--- src/rtl/dmem_arb_pkg.sv ---
// Shared types and constants for the two-port data-memory arbiter.
package dmem_arb_pkg;

  typedef enum logic {
    IDLE   = 1'b0,
    ACCESS = 1'b1
  } state_e;

  localparam logic       PORT0      = 1'b0;
  localparam logic       PORT1      = 1'b1;
  localparam logic [1:0] ALIGN_MASK = 2'b11;

endpackage

--- src/rtl/dmem_rr_pick.sv ---
// Combinational 2-way round-robin select: on a tie, the port that did not win last time wins.
module dmem_rr_pick
  import dmem_arb_pkg::*;
(
  input  logic [1:0] req,
  input  logic       last_owner,
  output logic       grant_valid,
  output logic       grant_id
);

  always_comb begin
    grant_valid = |req;
    grant_id    = PORT0;
    if (req == 2'b11) begin
      grant_id = ~last_owner;
    end else if (req[1]) begin
      grant_id = PORT1;
    end
  end

endmodule

--- src/rtl/dmem_port_arbiter.sv ---
// Shares a single-ported data memory between two request/ack ports with
// fixed two-cycle latency and round-robin tie breaking.
module dmem_port_arbiter
  import dmem_arb_pkg::*;
#(
  parameter int unsigned width     = 32,
  parameter int unsigned AddrWidth = 32
) (
  input  logic                 clk,
  input  logic                 rst,
  input  logic                 p0_req,
  input  logic                 p0_we,
  input  logic [AddrWidth-1:0] p0_addr,
  input  logic [width-1:0]     p0_wdata,
  output logic                 p0_ack,
  output logic                 p0_err,
  output logic [width-1:0]     p0_rdata,
  input  logic                 p1_req,
  input  logic                 p1_we,
  input  logic [AddrWidth-1:0] p1_addr,
  input  logic [width-1:0]     p1_wdata,
  output logic                 p1_ack,
  output logic                 p1_err,
  output logic [width-1:0]     p1_rdata,
  output logic                 mem_we,
  output logic [AddrWidth-1:0] mem_addr,
  output logic [width-1:0]     mem_wdata,
  input  logic [width-1:0]     mem_rdata,
  output logic                 busy
);

  state_e               state_q;
  logic                 owner_q;
  logic                 last_owner_q;
  logic                 p0_ack_q, p1_ack_q, p0_err_q, p1_err_q;
  logic [width-1:0]     p0_rdata_q, p1_rdata_q;

  logic                 grant_valid;
  logic                 grant_id;
  logic                 sel_we;
  logic [AddrWidth-1:0] sel_addr;
  logic [width-1:0]     sel_wdata;
  logic                 misaligned;

  dmem_rr_pick u_pick (
    .req         ({p1_req, p0_req}),
    .last_owner  (last_owner_q),
    .grant_valid (grant_valid),
    .grant_id    (grant_id)
  );

  // Owner's request fields, used both for the memory drive and completion.
  always_comb begin
    sel_we     = (owner_q == PORT1) ? p1_we    : p0_we;
    sel_addr   = (owner_q == PORT1) ? p1_addr  : p0_addr;
    sel_wdata  = (owner_q == PORT1) ? p1_wdata : p0_wdata;
    misaligned = |(sel_addr[1:0] & ALIGN_MASK);
  end

  // Memory is only driven during ACCESS; a misaligned write never reaches it.
  always_comb begin
    mem_we    = 1'b0;
    mem_addr  = '0;
    mem_wdata = '0;
    if (state_q == ACCESS) begin
      mem_we    = sel_we & ~misaligned;
      mem_addr  = sel_addr;
      mem_wdata = sel_wdata;
    end
  end

  always_ff @(posedge clk) begin
    if (rst) begin
      state_q      <= IDLE;
      owner_q      <= PORT0;
      last_owner_q <= PORT1;
      p0_ack_q     <= 1'b0;
      p1_ack_q     <= 1'b0;
      p0_err_q     <= 1'b0;
      p1_err_q     <= 1'b0;
      p0_rdata_q   <= '0;
      p1_rdata_q   <= '0;
    end else begin
      p0_ack_q <= 1'b0;
      p1_ack_q <= 1'b0;
      p0_err_q <= 1'b0;
      p1_err_q <= 1'b0;
      case (state_q)
        IDLE: begin
          if (grant_valid) begin
            state_q      <= ACCESS;
            owner_q      <= grant_id;
            last_owner_q <= grant_id;
          end
        end
        ACCESS: begin
          state_q <= IDLE;
          // Writes leave the owner's read-data register untouched.
          if (owner_q == PORT0) begin
            p0_ack_q <= 1'b1;
            p0_err_q <= misaligned;
            if (misaligned)   p0_rdata_q <= '0;
            else if (!sel_we) p0_rdata_q <= mem_rdata;
          end else begin
            p1_ack_q <= 1'b1;
            p1_err_q <= misaligned;
            if (misaligned)   p1_rdata_q <= '0;
            else if (!sel_we) p1_rdata_q <= mem_rdata;
          end
        end
        default: state_q <= IDLE;
      endcase
    end
  end

  assign p0_ack   = p0_ack_q;
  assign p1_ack   = p1_ack_q;
  assign p0_err   = p0_err_q;
  assign p1_err   = p1_err_q;
  assign p0_rdata = p0_rdata_q;
  assign p1_rdata = p1_rdata_q;
  assign busy     = (state_q == ACCESS);

endmodule

--- config.mk ---
export PLATFORM = sky130hd
export DESIGN_NAME = dmem_port_arbiter
export DESIGN_NICKNAME = d
export VERILOG_FILES = /design/src/rtl/dmem_arb_pkg.sv /design/src/rtl/dmem_rr_pick.sv /design/src/rtl/dmem_port_arbiter.sv
export SDC_FILE = /design/constraint.sdc
export NUM_CORES = 1
export LEC_CHECK = 0
export ABC_AREA = 1
export CAP_MARGIN = 0
export CORE_MARGIN = 5
export CORE_UTILIZATION = 35
export DETAILED_ROUTE_END_ITERATION = 8
export GPL_TIMING_DRIVEN = 0
export PLACE_DENSITY_LB_ADDON = 0.12
export SYNTH_ARGS = -nofsm -noshare
export SYNTH_HDL_FRONTEND = slang
export SYNTH_SLANG_ARGS = --single-unit
--- constraint.sdc ---
create_clock -name clk -period 1.9 [get_ports clk]
set_clock_uncertainty 0.15 [all_clocks]
set_input_delay 0.285 -clock clk [delete_from_list [all_inputs] [get_ports clk]]
set_output_delay 0.285 -clock clk [all_outputs]
set_load 0.02 [all_outputs]
==> impl_summary.txt <==
----------------------------------------------------
[Placement]
  Count of buffers inserted at the top-level ports ... 299
  Routability congestion estimate ... 0.9375
  Total placed cells including tap cells ... 1162
  Half-perimeter wire length of the detailed placement result ... 14740 um

[Die]
  Overall die width ... 117.2 um
  Std cell rows ... 39
  Area of the placeable core ... 11320 um2
  Area of the die ... 13740 um2
  Top Ports ... 300
  Initial core utilization ... 0.3553
  Die height ... 117.2 um

[GRT]
  Via count of the first global-routing pass ... 4962
  Largest net degree at the start of global routing ... 15
  Busiest metal layer after global routing ... met2
  Met3 GRT Util ... 0.09460
  Overall fraction of global-route tracks in use ... 0.2585
  Met2 usage ... 0.4555
  First-pass GRT wire length ... 26980 um
  Sum of overflow across all layers after global routing ... 0
  Antenna violations before repair ... 2
  Global routing met1 resource utilization ... 0.2881

[Timing]
  Final critical-path share of the clock period ... 1.019
  Slew at the pin closest to its max-slew limit ... 511.1 ps
  Fin worst setup slack ... -36.75 ps
  Hold Violations, Final ... 0
  Final sum of negative setup slack ... -77.33 ps
  Setup repair after global routing missed its margin ... yes
  Minimum clock period ... 1937 ps
  Worst-case headroom to the max-slew limit ... 0.6593
  Number of setup violations in the final report ... 4
  Final number of max-transition violations ... 0
  Achievable clock frequency ... 0.5163 GHz

[Setup path]
  Worst Path Arrival ... 1500 ps
  Maximum net fanout on the critical path ... 7
  Worst path required time ... 1460 ps
  Type of element launching the critical path ... flop
  Critical path class ... reg -> out
  Capturing element type of the critical path ... primary output

[Flow run]
  Max-capacitance violation count ... 0

[Power and ir drop]
  Worst VDD drop ... 0.5593 mV
  Post-layout power ... 4.932 mW
  Pwr per Cell Area ... 628.8 nW/um2
  Static Leak ... 3.964 nW

[Drt]
  Final wirelength ... 19020 um
  Vias post-DR ... 5310
  DR WL/cell ... 15.94 um
  Remaining antenna violation count ... 0
  TritonRoute pass-1 iters ... 4
  Iter 0 DRT Violations ... 340
  DR vias/cell ... 4.451
  Number of remaining DRC errors ... 0

[Logic synthesis]
  Main combinational cell family by area after synthesis ... simple AND/OR/NAND/NOR gates
  Area share of xor/xnor cells in the synthesized design ... 0
  Cell count after synthesis ... 720
  Adder and majority cell fraction of the synthesized area ... 0
  Post-synthesis mux area share ... 0
  Warning count from the yosys run ... 0
  Post-synthesis sequential area ratio ... 0.3533
  Simple-gate share of the synthesized area ... 0.4196
  Synthesized area divided by synthesized cell count ... 5.587 um2
  Mapped Nets ... 886
  Number of synthesized register bits ... 71
  Distinct cell type count of the synthesized netlist ... 17
  Complex-gate fraction of the synthesized area ... 0.07963
  Post-Syn Area ... 4023 um2

[CTS]
  Maximum root-to-sink buffer count ... 2
  Clock input transition at the sequential cells of the worst setup and hold paths ... 60 ps
  Level count of the clock H-tree ... 3
  CTS tree ... built
  Number of hold-repair buffers added at the cts stage ... 0
  CTS Buf Count ... 9
  Clock net sink count ... 71
  CTS Root Cell ... clkbuf_16
  Worst-Skew Late Latency ... 330 ps

[Hold path]
  Path category of the worst min-delay check ... reg -> reg

[Layout]
  Ratio of cells with drive above 1 in the final layout ... 0.1729
  Cell Count, Final, Fillers Out ... 1193
  Layout Area Growth over Synthesis ... 94.96%
  Total number of nets in the final design ... 1208

[Outcome]
  Status ... finished, violations left
  Violated checks ... negative setup slack

----------------------------------------------------
-- flip-flops by register name, indices dropped and copies added, names as in the netlist --
| register | count |
|---|---|
| busy | 1 |
| last_owner_q | 1 |
| owner_q | 1 |
| p0_ack | 1 |
| p0_err | 1 |
| p0_rdata | 32 |
| p1_ack | 1 |
| p1_err | 1 |
| p1_rdata | 32 |
-- cells in the final DEF, fill, tap and decap left out, drive strengths merged, types with 3 or more instances in the layout --
master	netlist	routed
nand2	141	141
buf	21	100
inv	103	106
dfxtp	71	71
o21ai	63	63
nand3	5	5
diode	0	3
clkdlybuf4s50	0	234
clkbuf	22	29
nor2	288	288
-- routing by layer --
layer	vias to the layer above	wire [um]
met5	-	0
met4	0	469
met3	31	2082
met2	207	9436
met1	2310	7028
li1	2762	-
-- synthesized netlist by cell type (all sizes together) --
cell type | count | area share
o21ai | 63 | 0.078
buf | 21 | 0.030
clkbuf | 22 | 0.021
nor2 | 288 | 0.27
inv | 103 | 0.096
nor3 | 2 | 0.0025
nand3 | 5 | 0.014
dfxtp | 71 | 0.35
nand2 | 141 | 0.13
a21oi | 1 | 0.0012
nor4 | 2 | 0.0031
clkinv | 1 | 0.00093
-- final timing paths --
| kind | cells past startpoint | end | slack (ps) | start |
|---|---|---|---|---|
| worst max-delay path | 5 | mem_wdata[31] | -40 | owner_q |
| worst min-delay path | 2 | last_owner_q | 310 | last_owner_q |
| worst max register to register | 10 | p0_rdata[30] | 110 | owner_q |
| worst min register to register | 2 | last_owner_q | 310 | last_owner_q |
-- where the power goes --
group          leakage [nW]  switching (mW)  internal [mW]  total (mW)
sequential            0.581          0.0516           1.58        1.63
clock                 0.138           0.699          0.940        1.64
combinational          3.25           0.839          0.820        1.66
total                  3.96            1.59           3.34        4.93
-- repair_timing --
item                                    4_1_cts  5_1_grt
pin swaps                                     4       10
resized for setup                           336      126
hold endpoints to repair                      0        0
buffers inserted                              3        5
cloned                                        0        4
endpoints found under the setup margin       66      105
-- through the flow --
step | instance area [um2] | util | setup WS [ps] | hold slack (ps)
floorplan | 4023 | - | 109.2 | 204.1
global placement | 7194 | 0.6355 | -692.0 | 296.1
detailed placement | 7194 | 0.6355 | -703.3 | 300.4
CTS | 7457 | 0.6587 | -96.24 | 314.8
global route | 7840 | 0.6925 | -123.5 | 340.3
finish | 7843 | 0.6928 | -36.75 | 310.6
-- worst max-delay path, stage by stage (launching register included) --
cell           delay, ps
dfxtp_4              430
inv_8                 60
buf_12               140
nor2_2               150
nor2_1                70
dlygate4sd2_1        330
-- cells by family (layout without fill, tap and decap cells) --
family	Yosys count	after routing
buffers and inverters	147	474
and+or+nand+nor	438	438
DFF	71	71
AOI/OAI and AO/OA	64	64
other	0	3
-- cell type report --
cell class	instances	area, um2
inverters	104	399.1
clock buffers	10	239.0
diodes	3	7.507
plain buffers	43	389.1
clock inverters	6	52.55
multi-input cells	502	2191
fillers	1064	3478
well taps	143	178.9
flip-flops and latches	71	1429
repair buffers	311	2957
(Power assumes the default switching activity.)
==> patch (config.mk and constraints unchanged) <==
Make the reset (`rst`) asynchronous in one clocked block.
--- a/src/rtl/dmem_port_arbiter.sv
+++ b/src/rtl/dmem_port_arbiter.sv
@@ -70,5 +70,5 @@
   end
 
-  always_ff @(posedge clk) begin
+  always_ff @(posedge clk or posedge rst) begin
     if (rst) begin
       state_q      <= IDLE;
Check against the original RTL: differs if rst is asserted again (counterexample within 4 cycles, from zero or initial values and one cycle with rst high); with rst held inactive, the same outputs for 10 cycles.
==> patch against the original RTL <==
Design area shrank 3.4%. Routed wire length is 2.2% higher. The flow still finishes with violations (negative setup slack). Critical endpoint unchanged. Setup slack got worse by 0.21 ns. Area after synthesis fell by 9.9%. Sequential cell count did not move. Largest cell class unchanged.
Power is not compared: it rests on default switching activity, and its combinational part moved more than twofold at a synthesized area within 25%.
==> patch: results (changes against the original RTL) <==
status = finished, violations left
failing checks = negative setup slack
crit path max-delay cell type = dfrtp_2
via count = 4669 (-12%)
largest net degree at the start of global routing = 41 (+26)
Routed wire per std cell = 21.9 µm (+37%)
critical path arrival = 1.71 ns (+0.21 ns)
synthesized net count = 573 (-35%)
ys async rst share = 100% (+100 points)
Crit path largest cell delay = 0.45 ns (+0.02 ns)
Root Driver = clkbuf_8
CP max FO = 6 (-1)
layout cells sized above 1 = 23.2% (+5.9 points)
setup violators final = 63 (+59)
Netlist cell types = 21 (+4)
most instantiated cells after synthesis = nand2_1 (147), dfrtp_1 (70), nand4_1 (64)
Setup WS post-layout = -0.244 ns (-0.207 ns)
wirelength, routed = 19400 µm (+2.2%)
first-pass GRT wire length = 28700 µm (+6.5%)
sequential area share after synthesis = 49.0% (+14 points)
relative slew slack = 40.7% (-25 points)
Final #Nets = 911 (-25%)
GRT met1 Usage = 36.8% (+8.0 points)
Area contributors post-synth = dfrtp_1 (48%), nand2_1 (15%), a22o_1 (15%)
clk_lat worst skew = 0.35 ns (+0.02 ns)
DR pass1 iterations = 6 (+2)
Hold Crit Class = in -> async
patch: what timing repair did:
| item | CTS | global route |
|---|---|---|
| gates resized for setup | 432 | 36 |
| gates cloned | 6 | 0 |
| pin swaps | 52 | 18 |
| setup endpoints to repair | 66 | 66 |
| setup buffers | 15 | 7 |
patch: critical path: cells and delay by family (launching register included):
| kind | cells | cell delay, ns |
|---|---|---|
| buffers and inverters | 5 | 0.62 |
| flip-flops | 1 | 0.45 |
| AO/OA/AOI/OAI | 1 | 0.23 |
| AND/OR/NAND/NOR | 1 | 0.05 |
patch: kinds of logic after synthesis:
kind of cell | after synthesis | share of synthesized area [%]
and+or+nand+nor | 223 | 28.1
DFF | 71 | 49.0
AOI/OAI and AO/OA | 64 | 15.3
buffers and inverters | 49 | 7.63
patch: layout make-up:
type / instances / area [µm²] / area share (%)
diodes: 1 / 2.50 / 0.0330
plain buffers: 40 / 372 / 4.91
clock buffers: 9 / 124 / 1.64
clock inverters: 7 / 95.1 / 1.26
inverters: 9 / 47.5 / 0.628
multi-input cells: 287 / 1660 / 21.9
flip-flops and latches: 71 / 1780 / 23.5
well taps: 136 / 170 / 2.25
repair buffers: 327 / 3320 / 43.9
patch: final timing paths:
check                            start             to  slack (ns)  cells after the start
max in group asynchronous          rst   p1_rdata[27]        0.66                      3
setup reg to reg               owner_q   p1_rdata[13]        0.06                     11
hold reg to reg            p1_rdata[1]    p1_rdata[1]        0.33                      2
hold / removal                     rst         p1_ack        0.31                      2
min in group clk           p1_rdata[1]    p1_rdata[1]        0.33                      2
setup / recovery                  busy  mem_wdata[31]       -0.24                      7
patch: metal layers:
layer	routed length, µm	vias up
met5	0	-
met4	637	0
met3	1850	38
met2	9580	248
met1	7360	2254
li1	-	2129
patch: per-stage QoR:
stage          setup TNS [ns]  area, µm²  worst slack [ns]  power (W)
3_5_place_dp           -27.78       6810            -0.514    0.00537
6_report               -10.80       7570            -0.244    0.00712
3_3_place_gp           -37.86       6790            -0.507    0.00532
4_1_cts                 -8.94       7420            -0.218    0.00701
5_1_grt                -13.39       7570            -0.285    0.00745
2_1_floorplan               0       3630             0.156    0.00360
patch: power by group:
part	leakage, nW	switching (W)	internal, W	total [W]
registers	0.957	0.000184	0.00182	0.00201
logic	2.58	0.00192	0.00185	0.00377
clock network	0.110	0.000611	0.000741	0.00135
